<file path="config.mk">
export PLATFORM = sky130hd
export DESIGN_NAME = ra_packetizer_mem
export DESIGN_NICKNAME = d
export VERILOG_FILES = /design/src/rtl/ra_pkg.sv /design/src/rtl/ra_flit_unpack.sv /design/src/rtl/ra_packetizer_mem.sv
export SDC_FILE = /design/constraint.sdc
export NUM_CORES = 1
export LEC_CHECK = 0
export BUFFER_PORTS_ARGS = -buffer_cell sky130_fd_sc_hd__buf_2
export CAP_MARGIN = 20
export CORE_MARGIN = 10
export CORE_UTILIZATION = 24
export CTS_BUF_LIST = sky130_fd_sc_hd__clkbuf_4 sky130_fd_sc_hd__clkbuf_8
export CTS_CLUSTER_DIAMETER = 80
export CTS_CLUSTER_SIZE = 28
export DETAILED_ROUTE_END_ITERATION = 6
export PLACE_DENSITY = 0.5
export SYNTH_ARGS = -nofsm -noshare
export SYNTH_HDL_FRONTEND = slang
export SYNTH_HIERARCHICAL = 1
export SYNTH_SLANG_ARGS = --single-unit
</file>
<file path="constraint.sdc">
create_clock -name clock -period 5.6 [get_ports clock]
set_input_delay 0.28 -clock clock [delete_from_list [all_inputs] [get_ports clock]]
set_output_delay 0.28 -clock clock [all_outputs]
set_load 0.02 [all_outputs]
</file>
<file path="src/rtl/ra_pkg.sv">
// Constants and field-layout helpers shared by both ends of the remote-access protocol.
package ra_pkg;
  localparam logic [1:0] FT_BODY = 2'b00;
  localparam logic [1:0] FT_TAIL = 2'b01;
  localparam logic [1:0] FT_HEAD = 2'b10;
  localparam logic [1:0] FT_ALL  = 2'b11;

  localparam logic [1:0] SF_I_REQ  = 2'd0;
  localparam logic [1:0] SF_D_REQ  = 2'd1;
  localparam logic [1:0] SF_I_RESP = 2'd2;
  localparam logic [1:0] SF_D_RESP = 2'd3;

  function automatic int flow_bits(input int extra);
    return extra;
  endfunction

  function automatic int flit_width(input int id_bits, input int extra, input int type_bits,
                                    input int vc_bits, input int data_width);
    return 2 * id_bits + flow_bits(extra) + type_bits + vc_bits + data_width;
  endfunction

  // Field LSB offsets, payload at bit 0 and source at the top.
  function automatic int vc_lsb(input int data_width);
    return data_width;
  endfunction

  function automatic int type_lsb(input int vc_bits, input int data_width);
    return vc_lsb(data_width) + vc_bits;
  endfunction

  function automatic int flow_lsb(input int type_bits, input int vc_bits, input int data_width);
    return type_lsb(vc_bits, data_width) + type_bits;
  endfunction

  function automatic int dest_lsb(input int extra, input int type_bits, input int vc_bits,
                                  input int data_width);
    return flow_lsb(type_bits, vc_bits, data_width) + flow_bits(extra);
  endfunction

  function automatic int src_lsb(input int id_bits, input int extra, input int type_bits,
                                 input int vc_bits, input int data_width);
    return dest_lsb(extra, type_bits, vc_bits, data_width) + id_bits;
  endfunction
endpackage

</file>
<file path="src/rtl/ra_flit_unpack.sv">
// Combinational split of a remote-access flit into its fields.
module ra_flit_unpack
  import ra_pkg::*;
#(
  parameter int DATA_WIDTH = 32,
  parameter int VC_BITS    = 1,
  parameter int ID_BITS    = 4,
  parameter int EXTRA      = 2,
  parameter int TYPE_BITS  = 2,
  parameter int FLIT_WIDTH = flit_width(ID_BITS, EXTRA, TYPE_BITS, VC_BITS, DATA_WIDTH)
) (
  input  logic [FLIT_WIDTH-1:0] flit,
  output logic [ID_BITS-1:0]    source,
  output logic [ID_BITS-1:0]    dest,
  output logic [EXTRA-1:0]      sub_flow,
  output logic [TYPE_BITS-1:0]  flit_type,
  output logic [VC_BITS-1:0]    vc,
  output logic [DATA_WIDTH-1:0] payload
);
  localparam int VC_LSB   = vc_lsb(DATA_WIDTH);
  localparam int TYPE_LSB = type_lsb(VC_BITS, DATA_WIDTH);
  localparam int FLOW_LSB = flow_lsb(TYPE_BITS, VC_BITS, DATA_WIDTH);
  localparam int DEST_LSB = dest_lsb(EXTRA, TYPE_BITS, VC_BITS, DATA_WIDTH);
  localparam int SRC_LSB  = src_lsb(ID_BITS, EXTRA, TYPE_BITS, VC_BITS, DATA_WIDTH);

  assign payload   = flit[DATA_WIDTH-1:0];
  assign vc        = flit[VC_LSB +: VC_BITS];
  assign flit_type = flit[TYPE_LSB +: TYPE_BITS];
  assign sub_flow  = flit[FLOW_LSB +: EXTRA];
  assign dest      = flit[DEST_LSB +: ID_BITS];
  assign source    = flit[SRC_LSB +: ID_BITS];
endmodule

</file>
<file path="src/rtl/ra_packetizer_mem.sv">
// Memory-side responder: decodes request flits, runs one memory access, returns the response.
module ra_packetizer_mem
  import ra_pkg::*;
#(
  parameter int CORE           = 0,
  parameter int DATA_WIDTH     = 32,
  parameter int ADDRESS_BITS   = 32,
  parameter int REAL_ADDR_BITS = 16,
  parameter int VC_BITS        = 1,
  parameter int ID_BITS        = 4,
  parameter int EXTRA          = 2,
  parameter int TYPE_BITS      = 2,
  parameter int FLIT_WIDTH     = flit_width(ID_BITS, EXTRA, TYPE_BITS, VC_BITS, DATA_WIDTH)
) (
  input  logic                    clock,
  input  logic                    reset,
  input  logic [FLIT_WIDTH-1:0]   flit_received,
  input  logic                    v_rec_flit,
  output logic                    accept,
  output logic [FLIT_WIDTH-1:0]   flit_to_send,
  output logic                    v_send_flit,
  input  logic                    ready,
  output logic                    mem_read,
  output logic                    mem_write,
  output logic [ADDRESS_BITS-1:0] mem_addr,
  output logic [DATA_WIDTH-1:0]   mem_wdata,
  input  logic                    mem_ready,
  input  logic [DATA_WIDTH-1:0]   mem_rdata,
  input  logic                    mem_valid,
  output logic                    err_stray
);
  typedef enum logic [2:0] {
    IDLE, WAIT_TAIL, MEM_RD, MEM_WAIT, MEM_WR, SEND_HEAD, SEND_TAIL, SEND_ACK
  } state_t;

  state_t                state;
  logic                  running;
  logic [ID_BITS-1:0]    req_src;
  logic [EXTRA-1:0]      req_flow;
  logic [DATA_WIDTH-1:0] req_addr;
  logic [DATA_WIDTH-1:0] wr_data;
  logic [DATA_WIDTH-1:0] rd_data;

  logic [ID_BITS-1:0]    rx_src;
  logic [ID_BITS-1:0]    rx_dest;
  logic [EXTRA-1:0]      rx_flow;
  logic [TYPE_BITS-1:0]  rx_type;
  logic [VC_BITS-1:0]    rx_vc;
  logic [DATA_WIDTH-1:0] rx_payload;

  ra_flit_unpack #(
    .DATA_WIDTH(DATA_WIDTH), .VC_BITS(VC_BITS), .ID_BITS(ID_BITS),
    .EXTRA(EXTRA), .TYPE_BITS(TYPE_BITS), .FLIT_WIDTH(FLIT_WIDTH)
  ) u_unpack (
    .flit(flit_received), .source(rx_src), .dest(rx_dest), .sub_flow(rx_flow),
    .flit_type(rx_type), .vc(rx_vc), .payload(rx_payload)
  );

  // Requests are addressed to this node by routing, so dest and vc carry nothing here.
  logic unused_fields;
  assign unused_fields = ^{rx_dest, rx_vc};

  logic take, is_req, is_all, is_head, tail_match, rd_done;
  assign take       = accept & v_rec_flit;
  assign is_req     = (rx_flow == EXTRA'(SF_I_REQ)) || (rx_flow == EXTRA'(SF_D_REQ));
  assign is_all     = rx_type == TYPE_BITS'(FT_ALL);
  assign is_head    = rx_type == TYPE_BITS'(FT_HEAD);
  assign tail_match = (rx_type == TYPE_BITS'(FT_TAIL)) && (rx_src == req_src) && (rx_flow == req_flow);
  assign rd_done    = ((state == MEM_RD) && mem_ready && mem_valid) || ((state == MEM_WAIT) && mem_valid);

  always_ff @(posedge clock or negedge reset) begin
    if (!reset) begin
      state     <= IDLE;
      running   <= 1'b0;
      err_stray <= 1'b0;
    end else begin
      running   <= 1'b1;
      err_stray <= 1'b0;
      case (state)
        IDLE: if (take && is_req) begin
          if (is_all)       state <= MEM_RD;
          else if (is_head) state <= WAIT_TAIL;
          else              err_stray <= 1'b1;
        end
        WAIT_TAIL: if (take) begin
          if (tail_match) state <= MEM_WR;
          else            err_stray <= 1'b1;
        end
        MEM_RD:    if (mem_ready) state <= mem_valid ? SEND_HEAD : MEM_WAIT;
        MEM_WAIT:  if (mem_valid) state <= SEND_HEAD;
        MEM_WR:    if (mem_ready) state <= SEND_ACK;
        SEND_HEAD: if (ready) state <= SEND_TAIL;
        SEND_TAIL: if (ready) state <= IDLE;
        SEND_ACK:  if (ready) state <= IDLE;
        default:   state <= IDLE;
      endcase
    end
  end

  // Request fields and data only matter while the state says so; they need no reset.
  always_ff @(posedge clock) begin
    if ((state == IDLE) && take && is_req && (is_all || is_head)) begin
      req_src  <= rx_src;
      req_flow <= rx_flow;
      req_addr <= rx_payload;
    end
    if ((state == WAIT_TAIL) && take && tail_match) wr_data <= rx_payload;
    if (rd_done) rd_data <= mem_rdata;
  end

  assign accept      = running && ((state == IDLE) || (state == WAIT_TAIL));
  assign mem_read    = state == MEM_RD;
  assign mem_write   = state == MEM_WR;
  assign mem_addr    = (mem_read || mem_write) ? ADDRESS_BITS'(req_addr[REAL_ADDR_BITS-1:0]) : '0;
  assign mem_wdata   = mem_write ? wr_data : '0;
  assign v_send_flit = (state == SEND_HEAD) || (state == SEND_TAIL) || (state == SEND_ACK);

  logic [TYPE_BITS-1:0]  resp_type;
  logic [DATA_WIDTH-1:0] resp_payload;

  always_comb begin
    resp_type    = TYPE_BITS'(FT_ALL);
    resp_payload = req_addr;
    if (state == SEND_HEAD) resp_type = TYPE_BITS'(FT_HEAD);
    if (state == SEND_TAIL) begin
      resp_type    = TYPE_BITS'(FT_TAIL);
      resp_payload = rd_data;
    end
    flit_to_send = '0;
    if (v_send_flit)
      flit_to_send = {ID_BITS'(CORE), req_src, req_flow + EXTRA'(SF_I_RESP), resp_type,
                      {VC_BITS{1'b0}}, resp_payload};
  end
endmodule

</file>
Word level (Yosys, flattened, before mapping)
Index checks and enable logic that the tools add are counted.

Add/subtract/negate cells: 1. Eq/ne operators: 22. Bitwise gates (word level): 1. Multiplexer cells: 24. Reductions and logical operators: 23.

Operators by type and width (number): 32-bit 2-to-1 mux (2); 41-bit 2-to-1 mux (1); 3-bit 2-to-1 mux (11); 3-bit case mux with 7 select lines (1); 16-bit 2-to-1 mux (1); 3-bit == test (second input constant) (4); 1-bit logical AND (12); 2-bit inequality test (second input constant) (5); 9-bit AND reduction (1); 1-bit logical OR (7); 3-bit by 2-bit == test with 1-bit output (second input constant) (2); 1-bit 2-to-1 mux (6); 2-bit by 1-bit inequality test with 1-bit output (second input constant) (3); 2-bit by 1-bit == test with 1-bit output (second input constant) (2); 2-bit == test (second input constant) (2); 4-bit == test (1); 3-bit by 1-bit == test with 1-bit output (second input constant) (1); 3-bit zero test (1); 3-bit inequality test (second input constant) (1); 2-bit adder (second input constant) (1); 2-bit == test (1); 2-bit zero test (1); 2-bit 2-to-1 mux (1); 1-bit case mux with 2 select lines (1); 2 further kinds (2).

Bits of input ports: 83. Bits in registers: 107.

Depth between registers and ports, before layout
Gate-level depths: netlist of the first run.

Word-level depth: 7. Depth in mapped cells: 6.

Modules after synthesis
The synthesis of the first run kept the hierarchy.

Modules (own cells, without submodules): ra_packetizer_mem (sequential area each 3188.1 µm², times used 1, cells an instance 339, area each 4630.7 µm²); ra_flit_unpack (sequential area each 0.0 µm², times used 1, cells an instance 45, area each 337.8 µm²).

Worst setup path after synthesis of the first run
OpenSTA, ideal clock, no wires.

Kind: reg-to-reg. Start: reg state[2]. End: reg req_addr[0] (enable). Clock period less this slack: 4.139 ns. Slack: 1.461 ns. Data required time: 5.120 ns. Cell stages (with the launch flop): 7. Arrival: 3.658 ns. Buffers on the path: 2. Cell sequence: dfrtp_1 > buf_6 > buf_4 > nor2_2 > and3_1 > nand3_1 > nor3_1.

Longest elaborated chain between the ends: 7. Elaborated cells on any way between the ends: 8. Classes of those cells: 1 x eq/ne; 1 x bitwise; 6 x reduce/logical.

Ends and longest elaborated chain: start: declaration (RTL line ra_packetizer_mem.sv:36) `state_t state;`; start signal: assignment (RTL line ra_packetizer_mem.sv:89) `MEM_RD: if (mem_ready) state <= mem_valid ? SEND_HEAD : MEM_WAIT;`; 3-bit by 1-bit == test with 1-bit output or 3-bit zero test (tied branches) (RTL line ra_packetizer_mem.sv:111, ra_packetizer_mem.sv:102); 1-bit logical OR (RTL line ra_packetizer_mem.sv:111) `assign accept = running && ((state == IDLE) || (state == WAIT_TAIL));`; 1-bit logical AND (RTL line ra_packetizer_mem.sv:111); 1-bit AND (RTL line ra_packetizer_mem.sv:64) `assign take = accept & v_rec_flit;`; 1-bit logical AND (*) (3 in series) (RTL line ra_packetizer_mem.sv:102) `if ((state == IDLE) && take && is_req && (is_all || is_head)) begin`; end signal: assignment (RTL line ra_packetizer_mem.sv:105) `req_addr <= rx_payload;`; end: declaration (RTL line ra_packetizer_mem.sv:40) `logic [DATA_WIDTH-1:0] req_addr;`.

Mark *: on every way between the ends. The rest lies on a longest branch, timed or not. A chain may end at the register's enable or synchronous reset.

Worst setup path in the final report of the first run
Start: reg state[2]. End: out mem_addr[1].

Longest elaborated chain between the ends: 3. Elaborated cells on any way between the ends: 4. Classes of those cells: 2 x eq/ne; 1 x mux; 1 x reduce/logical.

Ends and longest elaborated chain: 3-bit by 2-bit == test with 1-bit output or 3-bit == test (tied branches) (RTL line ra_packetizer_mem.sv:112, ra_packetizer_mem.sv:113); 1-bit logical OR (*) (RTL line ra_packetizer_mem.sv:114) `assign mem_addr = (mem_read || mem_write) ? ADDRESS_BITS'(req_addr[REAL_ADDR_BITS-1:0]) : '0;`; 16-bit 2-to-1 mux (*) (RTL line ra_packetizer_mem.sv:114); end: declaration (RTL line ra_packetizer_mem.sv:25) `output logic [ADDRESS_BITS-1:0] mem_addr,`.

Marks and branches as above.

==> metrics, run 1 <==
Worst Setup End Kind=primary output; Slowest Stage Delay on Critical Path=0.67 ns; Worst-Margin Slew=0.901 ns; Final Hold Vio Count=0; Core Area=0.0202 mm²; H-tree Lvls=3; Worst setup SP type=flop; clock slew at reported path FFs=0.11 ns; largest net degree at the start of global routing=41; Post-CTS Resized=0; max-slew violations=0; minimum clock period=3.00 ns; NumNets Final=584; Num CTS Buffers=9; Final Wtd Congestion=0.790; Final Hold Slack=0.0641 ns; I/O pins=197; cell area after synthesis=0.00493 mm²; Setup violations, final=0; Max Cap Viol=0; worst-path cell chain=buf_4, nand2b_1, a21oi_2, and2_1, buf_2; RSZ-0062 raised after global routing=no; dpl hpwl=10,400 µm; Wirelength per Cell=19.1 µm; Layout Skew=0.0112 ns; initial antenna violation count=2; Static Leak=2.51 nW; R2R Path Start=state[0]$_DFFE_PN0P_; register area=0.00319 mm²; FF-to-FF End=req_addr[9]$_DFFE_PP_; Crit Path Max Fanout=34; area grow syn2layout=19.6%; grt ovf=0; postcts setup bufs=0; crit path kind=reg2out; DRT iter0 DRCs=194; DIE WIDTH=163 µm; vias in the first global route=3,769; Max Freq=334 MHz; port bufs=170; Min-Delay Path Depth=1; final setup TNS=0 ns; die area=0.0267 mm²; Via density=4.30; Detail Route Antenna Nets=0; Avg Inst Size Synth=13.0 µm²; # fillers=2,089; period utilisation layout=53.5%; Arr. time, crit path=2.72 ns; initial core utilization=24.4%; ant diodes=0; Residual DRC=0; Hold Path End=rd_data[26]$_DFFE_PP_; global-route wire length before repair=22,000 µm; worst-case reg-to-reg path depth=5; GRT Total Usage=10.8%; DR pass1 iterations=4; yosys warns=6; Multi-input gate area=0.00126 mm²; share of cells above drive strength 1=41.0%; worst vdd ir=0.184 mV; clock net sink count=107; Util after Layout=29.1%; row count=52; hold_sp=mem_rdata[26]; clock root buffer=clkbuf_8; Max clock buf depth=2; vias=3,329; R2R setup slack=2.84 ns; die height=163 µm; worst hold path type=in2reg; total wire length=14,800 µm; Slew headroom=39.8%; status=finished, final reports clean; # hold bufs at CTS=1; Clock Latency Late Sink=0.37 ns; CP required=5.32 ns; Max stage delay cell, worst path=a21oi_2; Cell Pwr Density=436 mW/mm²; CTS tree=done; cells after synthesis=379
## cells in the final DEF, fill, tap and decap left out, types with 3 or more instances in the layout
cell,count
edfxtp_1,102
dfrtp_1,3
nand2b_1,3
xor2_1,6
a21oi_1,3
nor3_1,4
buf_2,170
conb_1,22
and3_1,39
clkbuf_8,9
a22oi_1,33
nand2_1,3
and2_1,19
buf_4,5
nor2_1,38
## through the flow
step | cell area, µm² | worst slack [ns] | instances | power, mW
after floorplan | 5010 | 1.46 | 399 | 1.79
after global placement | 5690 | 2.75 | 758 | 2.17
after detailed placement | 5690 | 2.77 | 758 | 2.18
after CTS | 5870 | 2.49 | 774 | 2.63
after global routing | 5900 | 2.30 | 775 | 2.75
final | 5900 | 2.60 | 775 | 2.57
## layer usage
layer / track usage (%) / part of all wire, %
met1: 11.5 / 39
met2: 18.9 / 49
met3: 4.88 / 10
met4: 3.11 / 1.5
met5: 0 / 0.20
## flip-flops by register name, summed over array words and instances (netlist names)
name	flops
rd_data	32
req_addr	32
wr_data	32
req_src	4
state	3
req_flow	2
err_stray	1
running	1
## how the worst max path moves through the flow
stage                         startpoint                endpoint  depth (start not counted)
detailed placement  state[0]$_DFFE_PN0P_  req_addr[10]$_DFFE_PP_                          5
floorplan           state[2]$_DFFE_PN0P_   req_addr[0]$_DFFE_PP_                          6
global placement    state[0]$_DFFE_PN0P_  req_addr[10]$_DFFE_PP_                          5
global route        state[2]$_DFFE_PN0P_             mem_addr[1]                          5
CTS                 state[2]$_DFFE_PN0P_             mem_addr[1]                          5
finish              state[2]$_DFFE_PN0P_             mem_addr[1]                          5
## area by class of cell
| class | instances | share of cell area (%) |
|---|---|---|
| clock buffers | 9 | 2.10 |
| repair buffers | 177 | 15.7 |
| multi-input cells | 205 | 21.5 |
| well taps | 270 | 5.73 |
| clock inverters | 6 | 0.849 |
| flip-flops and latches | 107 | 54.1 |
| inverters | 1 | 0.0637 |
## where the power goes
group	switching, mW	internal (mW)
clock network	0.275	0.165
registers	0.0753	0.924
logic	0.771	0.358
total	1.12	1.45
## critical path: cells and delay by family, from the launching register on
kind,cells,cell delay (ns)
buf+inv,2,0.49
flops,1,0.57
simple gates,2,0.58
compound gates,1,0.67
(Power assumes the default switching activity.)
==> inputs of run 2 (changes only) <==
==> constraint.sdc (replaced) <==
create_clock -name clock -period 2.95 [get_ports clock]
set_input_delay 0.1475 -clock clock [delete_from_list [all_inputs] [get_ports clock]]
set_output_delay 0.1475 -clock clock [all_outputs]
set_load 0.02 [all_outputs]
==> metrics, run 2 (synthesis results as in run 1) <==
most frequent cells in the layout=buf_2, edfxtp_1, dlygate4sd3_1, and3_1, nor2_1 (was buf_2, edfxtp_1, and3_1, nor2_1, a22oi_1); Min-Delay Path Depth=2 (was 1); Wirelength per Cell=18.0 µm (was 19.1 µm); Num CTS Buffers=9 (unchanged); DIE WIDTH=163 µm (unchanged); max-slew violations=0 (unchanged); Via density=4.23 (was 4.30); minimum clock period=2.49 ns; dpl hpwl=10,800 µm (was 10,400 µm); Hold Path End=state[1]$_DFFE_PN0P_ (was rd_data[26]$_DFFE_PP_); Worst Setup End Kind=primary output (unchanged); clock slew at reported path FFs=0.10 ns (was 0.11 ns); NumNets Final=658 (was 584); Static Leak=2.83 nW (was 2.51 nW); crit path kind=reg2out (unchanged); share of cells above drive strength 1=36.6% (was 41.0%); initial core utilization=24.4% (unchanged); GRT Total Usage=11.1% (was 10.8%); Multi-input gate area=0.00128 mm² (was 0.00126 mm²); Worst-Margin Slew=0.732 ns (was 0.901 ns); Worst setup SP type=flop (unchanged); period utilisation layout=84.6%; pre-CTS setup slack=0.807 ns (was 2.77 ns); total wire length=15,300 µm (was 14,800 µm); die height=163 µm (unchanged); final setup TNS=0 ns (unchanged); register area=0.00319 mm² (unchanged); Core Area=0.0202 mm² (unchanged); Max Freq=401 MHz; Final Wtd Congestion=0.792 (was 0.790); Final WS setup=0.455 ns (was 2.60 ns); Clock Latency Late Sink=0.39 ns (was 0.37 ns); Slew headroom=51.1% (was 39.8%); DP Cell Count=764 (was 758); Final Hold Slack=0.0681 ns (was 0.0641 ns); worst vdd ir=0.307 mV (was 0.184 mV); largest net degree at the start of global routing=37 (was 41); grt ovf=0 (unchanged); global-route wire length before repair=23,000 µm (was 22,000 µm); Residual DRC=0 (unchanged); # fillers=2,064 (was 2,089); status=finished, final reports clean (unchanged); R2R setup slack=0.87 ns (was 2.84 ns); clock net sink count=107 (unchanged); vias in the first global route=3,950 (was 3,769); port bufs=170 (unchanged); clock root buffer=clkbuf_8 (unchanged); Post-Layout Cell Count=852 (was 775); Cell Pwr Density=762 mW/mm² (was 436 mW/mm²); area grow syn2layout=34.7% (was 19.6%); Max Cap Viol=0 (unchanged); CTS tree=done (unchanged); H-tree Lvls=3 (unchanged); initial antenna violation count=2 (unchanged); vias=3,601 (was 3,329); Max stage delay cell, worst path=dfrtp_2 (was a21oi_2); CP dominant cell by count=buf_4; Slowest Stage Delay on Critical Path=0.53 ns (was 0.67 ns); DR pass1 iterations=6 (was 4); RSZ-0062 raised after global routing=no (unchanged); CP required=2.80 ns (was 5.32 ns); FF-to-FF End=wr_data[2]$_DFFE_PP_ (was req_addr[9]$_DFFE_PP_); worst hold path type=in2reg (unchanged); I/O pins=197 (unchanged); commonest non-fill, non-tap cell in the layout=buf_2 (unchanged); DRT iter0 DRCs=168 (was 194); Arr. time, crit path=2.35 ns (was 2.72 ns); Layout Skew=0.0146 ns (was 0.0112 ns); Detail Route Antenna Nets=0 (unchanged); worst-path cell chain=buf_4, nor2b_4, buf_4, a22oi_1, nor2_1, buf_2 (was buf_4, nand2b_1, a21oi_2, and2_1, buf_2); Setup violations, final=0 (unchanged); R2R Path Start=state[1]$_DFFE_PN0P_ (was state[0]$_DFFE_PN0P_); Max clock buf depth=2 (unchanged); postcts setup bufs=0 (unchanged); Final Hold Vio Count=0 (unchanged); die area=0.0267 mm² (unchanged); Crit Path Max Fanout=36 (was 34); hold_sp=flit_received[33] (was mem_rdata[26]); worst-case reg-to-reg path depth=5 (unchanged); row count=52 (unchanged); Largest regs=rd_data (32), req_addr (32), wr_data (32) (unchanged)
## run 2: changes by cell type in the layout (fill, tap and decap cells not counted), sizes merged
cell and delta:
buf +5, clkinv -1, dlygate4sd3 +69, diode +2, inv +2
## run 2: worst max path at each step
stage | startpoint | end | slack, ns | cells after the start
finish | state[0]$_DFFE_PN0P_ | flit_to_send[20] | 0.46 | 6
floorplan | state[2]$_DFFE_PN0P_ | wr_data[0]$_DFFE_PP_ | 0.13 | 6
global placement | state[0]$_DFFE_PN0P_ | flit_to_send[1] | 0.80 | 6
detailed placement | state[0]$_DFFE_PN0P_ | flit_to_send[1] | 0.81 | 6
global route | state[1]$_DFFE_PN0P_ | mem_addr[13] | 0.22 | 4
CTS | state[0]$_DFFE_PN0P_ | flit_to_send[1] | 0.36 | 6
## run 2: final cells by class
class                           count  share of cell area, %
Antenna cell                        2                 0.0754
Clock buffer                        9                   1.87
Clock inverter                      7                   1.02
Inverter                            1                 0.0565
Multi-Input combinational cell    205                   19.2
Sequential cell                   107                   48.0
Tap cell                          270                   5.09
Timing Repair Buffer              251                   24.6
## run 2: power by group
group	leakage (nW)	switching [mW]	total (mW)	internal [mW]
sequential	0.979	0.0918	1.85	1.76
clock	0.0945	0.565	0.895	0.330
combinational	1.76	1.53	2.31	0.780
total	2.83	2.19	5.06	2.87
## run 2: through the flow
step / util, % / power (mW) / cell area (µm²)
finish: 32.8 / 5.06 / 6640
global route: 32.8 / 5.37 / 6640
CTS: 32.8 / 5.15 / 6640
detailed placement: 28.4 / 4.16 / 5740
global placement: 28.4 / 4.15 / 5740
floorplan: - / 3.40 / 5020
## run 2: repair_timing
item / CTS / global route
gates resized for setup: 0 / 0
hold endpoints to repair: 106 / 0
setup endpoints to repair: 0 / 0
hold buffers: 70 / 0
## run 2: layer usage
layer	GRT usage, %	routed length, µm	part of all wire, %
met2	19.4	7680	50
met1	12.4	6180	40
met4	2.91	146	0.95
met3	4.15	1340	8.7
met5	0	0	0
## run 2: critical path: cells and delay by family (launching register included)
family                 cells  cell delay [ns]
AO/OA/AOI/OAI              1             0.09
buffers and inverters      3             0.82
flip-flops                 1             0.53
AND/OR/NAND/NOR            2             0.51
==> inputs of run 3 (changes only) <==
==> constraint.sdc (replaced) <==
create_clock -name clock -period 2.3 [get_ports clock]
set_input_delay 0.115 -clock clock [delete_from_list [all_inputs] [get_ports clock]]
set_output_delay 0.115 -clock clock [all_outputs]
set_load 0.02 [all_outputs]
==> metrics, run 3 (synthesis results as in run 1) <==
vias=3,581 (was 3,601); max-slew violations=0 (unchanged); Crit Path Max Fanout=25 (was 36); CTS tree=done (unchanged); Max Cap Viol=0 (unchanged); minimum clock period=2.14 ns; Cell Pwr Density=989 mW/mm² (was 762 mW/mm²); CP dominant cell by count=buf_4 (unchanged); # fillers=2,040 (was 2,064); Final WS setup=0.158 ns (was 0.455 ns); Detail Route Antenna Nets=0 (unchanged); pre-CTS setup slack=0.364 ns (was 0.807 ns); grt ovf=0 (unchanged); dpl hpwl=11,100 µm (was 10,800 µm); initial core utilization=24.4% (unchanged); ant diodes=0 (was 2); row count=52 (unchanged); RSZ-0062 raised after global routing=no (unchanged); area grow syn2layout=36.5% (was 34.7%); initial antenna violation count=0 (was 2); Num CTS Buffers=9 (unchanged); Wirelength per Cell=18.0 µm (about the same); Final Wtd Congestion=0.812 (was 0.792); total wire length=15,300 µm (about the same); DRT iter0 DRCs=224 (was 168); I/O pins=197 (unchanged); NumNets Final=663 (was 658); period utilisation layout=93.1%; postcts setup bufs=0 (unchanged); die area=0.0267 mm² (unchanged); most frequent cells in the layout=buf_2, edfxtp_1, dlygate4sd3_1, nor2_1, and3_1 (was buf_2, edfxtp_1, dlygate4sd3_1, and3_1, nor2_1); DIE WIDTH=163 µm (unchanged); CP required=2.18 ns (was 2.80 ns); global-route wire length before repair=23,000 µm (about the same); Final Hold Vio Count=0 (unchanged); Residual DRC=0 (unchanged); share of cells above drive strength 1=37.7% (was 36.6%); Worst Setup End Kind=primary output (unchanged); Largest regs=rd_data (32), req_addr (32), wr_data (32) (unchanged); worst hold path type=in2reg (unchanged); Multi-input gate area=0.00129 mm² (was 0.00128 mm²); Static Leak=2.87 nW (was 2.83 nW); Worst setup SP type=flop (unchanged); Util after Layout=33.3% (was 32.8%); Max Freq=467 MHz; crit path kind=reg2out (unchanged); Max clock buf depth=2 (unchanged); H-tree Lvls=3 (unchanged); clock root buffer=clkbuf_8 (unchanged); clock net sink count=107 (unchanged); commonest non-fill, non-tap cell in the layout=buf_2 (unchanged); port bufs=170 (unchanged); Via density=4.19 (was 4.23); largest net degree at the start of global routing=33 (was 37); die height=163 µm (unchanged); Core Area=0.0202 mm² (unchanged); Power, Total=6.66 mW (was 5.06 mW); worst-path cell chain=buf_4, nand2b_1, a21oi_2, buf_4, and2_1, buf_2 (was buf_4, nor2b_4, buf_4, a22oi_1, nor2_1, buf_2); Clock Latency Late Sink=0.38 ns (was 0.39 ns); GRT Total Usage=11.1% (about the same); Slowest Stage Delay on Critical Path=0.48 ns (was 0.53 ns); vias in the first global route=3,965 (was 3,950); clock slew at reported path FFs=0.10 ns (about the same); register area=0.00319 mm² (about the same); DR pass1 iterations=4 (was 6); WP buf/inv=3 (unchanged); cell family with most CP delay=buffers and inverters (unchanged); Arr. time, crit path=2.03 ns (was 2.35 ns); Layout Skew=0.0120 ns (was 0.0146 ns); worst vdd ir=0.397 mV (was 0.307 mV); Setup violations, final=0 (unchanged); status=finished, final reports clean (unchanged); Max stage delay cell, worst path=dfrtp_2 (unchanged)
==> run 3: changes by cell type in the layout (fill, tap and decap cells not counted), moves of 2 or more <==
cell	previous run	this run
buf_12	0	3
buf_4	11	13
clkinv_4	0	2
diode_2	2	0
==> run 3: cell type report <==
class | count | share of cell area, %
sequential | 107 | 47.4
clock inverter | 6 | 1.08
timing repair buffer | 256 | 25.4
multi-input combinational | 205 | 19.2
inverter | 1 | 0.0558
tap | 270 | 5.02
clock buffer | 9 | 1.84
==> run 3: path summary, 6_finish.rpt <==
check / startpoint / slack, ns / depth (start not counted) / end
setup / recovery: state[2]$_DFFE_PN0P_ / 0.16 / 6 / mem_addr[0]
hold / removal: flit_received[36] / 0.04 / 1 / req_flow[1]$_DFFE_PP_
setup reg to reg: req_flow[0]$_DFFE_PP_ / 0.43 / 5 / wr_data[19]$_DFFE_PP_
hold reg to reg: state[2]$_DFFE_PN0P_ / 0.75 / 2 / state[2]$_DFFE_PN0P_
max in group asynchronous: reset / 2.07 / 2 / state[1]$_DFFE_PN0P_
min in group asynchronous: reset / 0.09 / 2 / running$_DFF_PN0_
==> run 3: what timing repair did <==
item,in CTS,in global routing
endpoints found under the setup margin,0,22
hold endpoints to repair,106,0
hold buffers,70,0
gates resized for setup,0,1
==> run 3: power by group <==
part | leakage (nW) | switching [mW] | internal (mW)
registers | 0.977 | 0.143 | 2.25
clock network | 0.102 | 0.678 | 0.512
logic | 1.80 | 1.99 | 1.09
==> run 3: routing by layer <==
layer | up-vias | global-route usage, % | part of all wire, %
li1 | 1699 | - | -
met1 | 1735 | 13.3 | 42
met2 | 139 | 18.3 | 48
met3 | 8 | 4.05 | 8.8
met4 | 0 | 2.91 | 0.58
met5 | - | 0 | 0
==> run 3: stage by stage <==
step                instance area [µm²]  TNS [ns]  std cells  hold WS (ns)
finish                             6730         0        854        0.0393
global route                       6730         0        854        0.0164
CTS                                6730         0        854       0.00662
detailed placement                 5830         0        769       -0.0665
global placement                   5830         0        769       -0.0693
floorplan                          5050     -3.80        399        -0.181
